### src/rtl/multicycle_control_fsm.sv
// rtl/multicycle_control_fsm.sv - multi-cycle MIPS control sequencer with shared memory port
//
// Steps each instruction through FETCH/DECODE/EXECUTE/MEM/WB, one state per clock.
// Instruction fetch and lw/sw data share one memory port through a req/ready
// handshake guarded by a wait-cycle timeout.
//
// Ports:
//   clk, reset          rising-edge clock, asynchronous active-high reset
//   op, funct           IR[31:26] / IR[5:0], sampled in DECODE
//   mem_ready           memory completed the requested access this cycle
//   mem_req, mem_write  memory request / store strobe
//   i_or_d              memory address select: 0 = PC, 1 = ALUOut
//   ir_write, pc_write  IR load / unconditional PC load
//   pc_src              00 ALU, 01 ALUOut, 10 jump target, 11 rs
//   branch_eq/ne        PC load qualified by ALU zero = 1 / 0
//   alu_src_a/b, alu_op ALU operand selects and operation
//   reg_write, reg_dst  register file write strobe and destination select
//   mem_to_reg          write-back data select: 00 ALUOut, 01 MDR, 10 PC
//   fault               sticky illegal-opcode / memory-timeout flag
//   state               current state encoding
module multicycle_control_fsm #(
    parameter int MEM_TIMEOUT = 15,
    parameter int TO_W        = 4
) (
    input  logic       clk,
    input  logic       reset,
    input  logic [5:0] op,
    input  logic [5:0] funct,
    input  logic       mem_ready,
    output logic       mem_req,
    output logic       mem_write,
    output logic       i_or_d,
    output logic       ir_write,
    output logic       pc_write,
    output logic [1:0] pc_src,
    output logic       branch_eq,
    output logic       branch_ne,
    output logic       alu_src_a,
    output logic [1:0] alu_src_b,
    output logic [2:0] alu_op,
    output logic       reg_write,
    output logic [1:0] reg_dst,
    output logic [1:0] mem_to_reg,
    output logic       fault,
    output logic [3:0] state
);

    typedef enum logic [3:0] {
        S_FETCH    = 4'd0,
        S_DECODE   = 4'd1,
        S_MEM_ADDR = 4'd2,
        S_MEM_RD   = 4'd3,
        S_MEM_WB   = 4'd4,
        S_MEM_WR   = 4'd5,
        S_R_EXEC   = 4'd6,
        S_R_WB     = 4'd7,
        S_BRANCH   = 4'd8,
        S_JUMP     = 4'd9,
        S_I_EXEC   = 4'd10,
        S_I_WB     = 4'd11,
        S_JAL      = 4'd12,
        S_JR       = 4'd13,
        S_FAULT    = 4'd14
    } state_t;

    localparam logic [TO_W-1:0] TO_VAL  = TO_W'(MEM_TIMEOUT);
    localparam logic [TO_W-1:0] TO_MAX  = {TO_W{1'b1}};
    localparam logic [TO_W-1:0] TO_ONE  = TO_W'(1);

    state_t          state_q, state_d;
    logic [5:0]      op_q, op_d;
    logic [TO_W-1:0] wait_q, wait_d;
    logic            fault_q, fault_d;

    // Ungated strobes; reset masks them below so an in-flight access aborts at once.
    logic mem_req_c, mem_write_c, ir_write_c, pc_write_c, reg_write_c, branch_eq_c, branch_ne_c;
    logic timeout_hit;

    assign timeout_hit = (MEM_TIMEOUT != 0) && (wait_q == TO_VAL);

    always_ff @(posedge clk or posedge reset) begin
        if (reset) begin
            state_q <= S_FETCH;
            op_q    <= 6'h00;
            wait_q  <= '0;
            fault_q <= 1'b0;
        end else begin
            state_q <= state_d;
            op_q    <= op_d;
            wait_q  <= wait_d;
            fault_q <= fault_d;
        end
    end

    always_comb begin
        state_d     = state_q;
        op_d        = op_q;
        mem_req_c   = 1'b0;
        mem_write_c = 1'b0;
        ir_write_c  = 1'b0;
        pc_write_c  = 1'b0;
        reg_write_c = 1'b0;
        branch_eq_c = 1'b0;
        branch_ne_c = 1'b0;
        i_or_d      = 1'b0;
        pc_src      = 2'b00;
        alu_src_a   = 1'b0;
        alu_src_b   = 2'b00;
        alu_op      = 3'b000;
        reg_dst     = 2'b00;
        mem_to_reg  = 2'b00;

        case (state_q)
            S_FETCH: begin
                mem_req_c = 1'b1;
                alu_src_b = 2'b01;
                alu_op    = 3'b100;
                if (mem_ready) begin
                    ir_write_c = 1'b1;
                    pc_write_c = 1'b1;
                    state_d    = S_DECODE;
                end else if (timeout_hit) begin
                    state_d = S_FAULT;
                end
            end
            S_DECODE: begin
                alu_src_b = 2'b11;
                alu_op    = 3'b100;
                op_d      = op;
                case (op)
                    6'h00:                      state_d = (funct == 6'h08) ? S_JR : S_R_EXEC;
                    6'h23, 6'h2b:               state_d = S_MEM_ADDR;
                    6'h04, 6'h05:               state_d = S_BRANCH;
                    6'h08, 6'h0d, 6'h0c, 6'h0f: state_d = S_I_EXEC;
                    6'h02:                      state_d = S_JUMP;
                    6'h03:                      state_d = S_JAL;
                    default:                    state_d = S_FAULT;
                endcase
            end
            S_MEM_ADDR: begin
                alu_src_a = 1'b1;
                alu_src_b = 2'b10;
                alu_op    = 3'b100;
                state_d   = (op_q == 6'h23) ? S_MEM_RD : S_MEM_WR;
            end
            S_MEM_RD: begin
                mem_req_c = 1'b1;
                i_or_d    = 1'b1;
                if (mem_ready)        state_d = S_MEM_WB;
                else if (timeout_hit) state_d = S_FAULT;
            end
            S_MEM_WB: begin
                reg_write_c = 1'b1;
                mem_to_reg  = 2'b01;
                state_d     = S_FETCH;
            end
            S_MEM_WR: begin
                mem_req_c   = 1'b1;
                mem_write_c = 1'b1;
                i_or_d      = 1'b1;
                if (mem_ready)        state_d = S_FETCH;
                else if (timeout_hit) state_d = S_FAULT;
            end
            S_R_EXEC: begin
                alu_src_a = 1'b1;
                alu_op    = 3'b111;
                state_d   = S_R_WB;
            end
            S_R_WB: begin
                reg_write_c = 1'b1;
                reg_dst     = 2'b01;
                state_d     = S_FETCH;
            end
            S_BRANCH: begin
                alu_src_a   = 1'b1;
                alu_op      = 3'b001;
                pc_src      = 2'b01;
                branch_eq_c = (op_q == 6'h04);
                branch_ne_c = (op_q == 6'h05);
                state_d     = S_FETCH;
            end
            S_JUMP: begin
                pc_write_c = 1'b1;
                pc_src     = 2'b10;
                state_d    = S_FETCH;
            end
            S_I_EXEC: begin
                alu_src_a = 1'b1;
                alu_src_b = 2'b10;
                case (op_q)
                    6'h0d:   alu_op = 3'b101;
                    6'h0c:   alu_op = 3'b110;
                    6'h0f:   alu_op = 3'b000;
                    default: alu_op = 3'b100;
                endcase
                state_d = S_I_WB;
            end
            S_I_WB: begin
                reg_write_c = 1'b1;
                state_d     = S_FETCH;
            end
            S_JAL: begin
                // PC was already advanced in FETCH, so PC is the link value.
                pc_write_c  = 1'b1;
                pc_src      = 2'b10;
                reg_write_c = 1'b1;
                reg_dst     = 2'b10;
                mem_to_reg  = 2'b10;
                state_d     = S_FETCH;
            end
            S_JR: begin
                pc_write_c = 1'b1;
                pc_src     = 2'b11;
                state_d    = S_FETCH;
            end
            S_FAULT: state_d = S_FAULT;
            default: state_d = S_FAULT;
        endcase
    end

    // Counts consecutive unanswered request cycles; any other cycle clears it.
    always_comb begin
        wait_d = '0;
        if (mem_req_c && !mem_ready) begin
            wait_d = (wait_q == TO_MAX) ? wait_q : wait_q + TO_ONE;
        end
    end

    assign fault_d = fault_q | (state_d == S_FAULT);

    assign mem_req   = mem_req_c   & ~reset;
    assign mem_write = mem_write_c & ~reset;
    assign ir_write  = ir_write_c  & ~reset;
    assign pc_write  = pc_write_c  & ~reset;
    assign reg_write = reg_write_c & ~reset;
    assign branch_eq = branch_eq_c & ~reset;
    assign branch_ne = branch_ne_c & ~reset;
    assign fault     = fault_q;
    assign state     = state_q;

endmodule

### config.mk
export PLATFORM = sky130hd
export DESIGN_NAME = multicycle_control_fsm
export DESIGN_NICKNAME = d
export VERILOG_FILES = /design/src/rtl/multicycle_control_fsm.sv
export SDC_FILE = /design/constraint.sdc
export NUM_CORES = 1
export LEC_CHECK = 0
export ABC_AREA = 1
export CAP_MARGIN = 20
export CORE_ASPECT_RATIO = 1.5
export CORE_UTILIZATION = 49
export DETAILED_ROUTE_END_ITERATION = 10
export GPL_ROUTABILITY_DRIVEN = 0
export HOLD_SLACK_MARGIN = 0.1
export PLACE_DENSITY = 0.89
export SYNTH_ARGS = -nofsm -noshare
export SYNTH_HDL_FRONTEND = slang
export SYNTH_SLANG_ARGS = --single-unit
export TNS_END_PERCENT = 100
### constraint.sdc
create_clock -name clk -period 2.52 [get_ports clk]
set_input_delay 0.378 -clock clk [delete_from_list [all_inputs] [get_ports clk]]
set_output_delay 0.378 -clock clk [all_outputs]
set_load 0.05 [all_outputs]
==> flow_summary_export.csv <==
group,metric,value,unit
logic_synthesis,netlist_instances,192,
sta,slew_violations,0,
floorplanning,rows,21,
logic_synthesis,synth_edf_count,0,
routing,drc,0,
finish,drive_gt1_frac,0.1502,
place,port_buffers,39,
power_and_ir_drop,combPwrFrac,0.119,
worst_hold_path,hp-class,"reg2reg",
clock_tree,cts_tree,"done",
finish,fin_cells,256,
place,dpl.hpwl,2.424,mm
clock_tree,cts_max_level,1,
clock_tree,cts_root_buffer,"clkbuf_4",
sta,fin_crit,2428,ps
clock_tree,cts_hold_buf,0,
power_and_ir_drop,switching_power,99.36,uW
power_and_ir_drop,ir_worst_vdd,0.0002852,V
logic_synthesis,yosys.area_share.adder,0.01038,
logic_synthesis,synth_flop_cell,"dfrtp_1",
logic_synthesis,syn_area,1205,sq um
global_route,grt_pass1_vias,1252,
power_and_ir_drop,switching_share,0.2325,
routing,firstDrtPassIters,4,
sta,tightest_slew,516.1,ps
outcome,status,"completed",
clock_tree,clk_latency,280,ps
global_route,antenna_found_initial,0,
logic_synthesis,synth_mux_area_frac,0,
clock_tree,numCtsBuffers,3,
power_and_ir_drop,p_clk_frac,0.319,
critical_path,required,2140,ps
logic_synthesis,yosys.area_share.simple,0.4642,
routing,routed_wl,2.908,mm
clock_tree,cts-resized-gates,0,
place,place_inst,252,
routing,num_vias,1346,
finish,nNetsFinal,250,
logic_synthesis,synth-seq-area-share,0.3115,
clock_tree,cts_sinks,15,
clock_tree,clock_path_buffers,2,
logic_synthesis,ys_ff_latch,15,
run,maxCapViolations,0,
power_and_ir_drop,seq_power_share,0.563,
floorplanning,start_util,0.5271,
global_route,grt_pass1_wl,5.078,mm
logic_synthesis,synth_nets,208,
routing,postRouteAntennaNets,0,
power_and_ir_drop,p_leak,0.0009057,uW
sta,fin_ws,91.57,ps
floorplanning,die_area,2665,sq um
critical_path,critical_path_class,"reg2out",
finish,diodes,0,
sta,setup_viol,0,
clock_tree,clk_pin_slew,80,ps
global_route,grt_max_degree,16,
floorplanning,io-pin-count,40,
sta,layout_worst_path_cycle_share,0.9637,
place,post-place-ws,353.9,ps
logic_synthesis,avgSynthCellArea,6.276,sq um
power_and_ir_drop,power.internal,328.0,uW
critical_path,crit_fanout,10,
logic_synthesis,synth-xor-area-share,0.007269,
global_route,track_usage,0.2475,
critical_path,crit_arrival,2050,ps
finish,area_delta_synth_final,38.94,%
logic_synthesis,yosysWarnings,0,
sta,hold_viol_final,0,
floorplanning,fp.dieH,62.73,um
logic_synthesis,synth_top_family_by_area,"simple AND/OR/NAND/NOR gates",
logic_synthesis,async_flop_share,1.000,
clock_tree,cts_post_setup_buffers_inserted,0,
critical_path,crit_path_end_kind,"primary output",
sta,skew,1.916,ps
routing,drtIter0Drc,24,
power_and_ir_drop,p_per_area,255.3,nW/um^2
logic_synthesis,synth_compound_area_frac,0.09969,
sta,fmax,411.8,MHz
routing,viasPerCell,5.258,
finish,utilization,0.7323,
global_route,overflow,0,
critical_path,startpoint_type,"register",
logic_synthesis,synth_cell_type_count,27,
floorplanning,design.core.area,2286,sq um
floorplanning,die_width,42.49,um
routing,routedWlPerCell,11.36,um
sta,relSlewSlack,0.6528,
==> layout by cell type, fill, tap and decap left out, drive strengths merged, types with 3 or more instances in the layout <==
cell type	n
buf	14
clkbuf	4
dlymetal6s2s	4
clkdlybuf4s50	22
o21ai	9
a21oi	7
nor2	35
dfrtp	15
nand2	56
inv	29
nand3b	3
nand3	21
==> synthesized netlist by cell type, types with 3 or more instances <==
library cell	count	area, sq um
o21ai_0	9	45.04
nor2_4	5	56.30
nor2_1	29	108.9
nand2_1	54	202.7
dfrtp_1	15	375.4
inv_1	24	90.09
inv_2	5	18.77
nand3b_1	3	22.52
a21oi_1	7	35.03
nand3_1	19	95.09
==> metrics by stage <==
stage / total power [uW] / setup TNS, ps / hold WS [ps] / instance area [sq um]
2_1_floorplan: 263.6 / -1486 / 295.9 / 1210
3_3_place_gp: 295.6 / 0 / 459.2 / 1638
3_5_place_dp: 296.2 / 0 / 462.5 / 1638
4_1_cts: 432.0 / 0 / 486.1 / 1664
5_1_grt: 445.6 / -4.914 / 531.8 / 1674
6_report: 427.4 / 0 / 486.3 / 1674
==> kinds of logic (layout without fill, tap and decap cells) <==
logic type / count (synthesis) / in the layout
simple gates: 121 / 121
buf+inv: 33 / 74
compound gates: 21 / 21
flops: 15 / 15
fa+ha+maj: 1 / 1
xor+xnor: 1 / 1
==> worst paths after layout <==
check | start | endpoint | slack, ps | cells after the start
setup / recovery | state[3]$_DFF_PP0_ | alu_src_b[0] | 90 | 4
max in group asynchronous | reset | wait_q[2]$_DFFE_PP0P_ | 1680 | 3
setup reg to reg | state[3]$_DFF_PP0_ | fault$_DFF_PP0_ | 810 | 7
hold / removal | fault$_DFF_PP0_ | fault$_DFF_PP0_ | 490 | 2
hold reg to reg | fault$_DFF_PP0_ | fault$_DFF_PP0_ | 490 | 2
min in group asynchronous | reset | state[0]$_DFF_PP0_ | 670 | 3
==> registers in the layout (all words and copies together) (netlist names) <==
| register | count |
|---|---|
| state | 4 |
| wait_q | 4 |
| fault | 1 |
| op_q | 6 |
==> power by group through the flow <==
stage / Combinational [uW] / Sequential, uW / Clock, uW
5_1_grt: 56.4 / 241 / 149
4_1_cts: 51.1 / 240 / 141
3_5_place_dp: 50.9 / 245 / 0
3_3_place_gp: 50.3 / 245 / 0
2_1_floorplan: 18.4 / 245 / 0
6_report: 50.6 / 240 / 136
==> critical path, cell delays in order (launching register included) <==
cell	delay [ps]
dfrtp_1	530
nor2_4	240
inv_2	90
nor2_1	100
clkdlybuf4s50_1	810
==> layout make-up <==
class	count	area, sq um
sequential	15	375.4
fill	184	611.8
inverter	30	112.6
multi-input combinational	144	705.7
timing repair buffer	40	425.4
tap	23	28.78
clock buffer	4	26.28
==> routing by layer <==
layer  wire [um]  GRT usage  vias to the layer above
met4         112     0.1523                        0
met2        1608     0.4365                       38
met1        1095     0.2657                      603
met3          91    0.03757                        9
met5           0          0                        -
li1            -          -                      696
(Power assumes the default switching activity.)
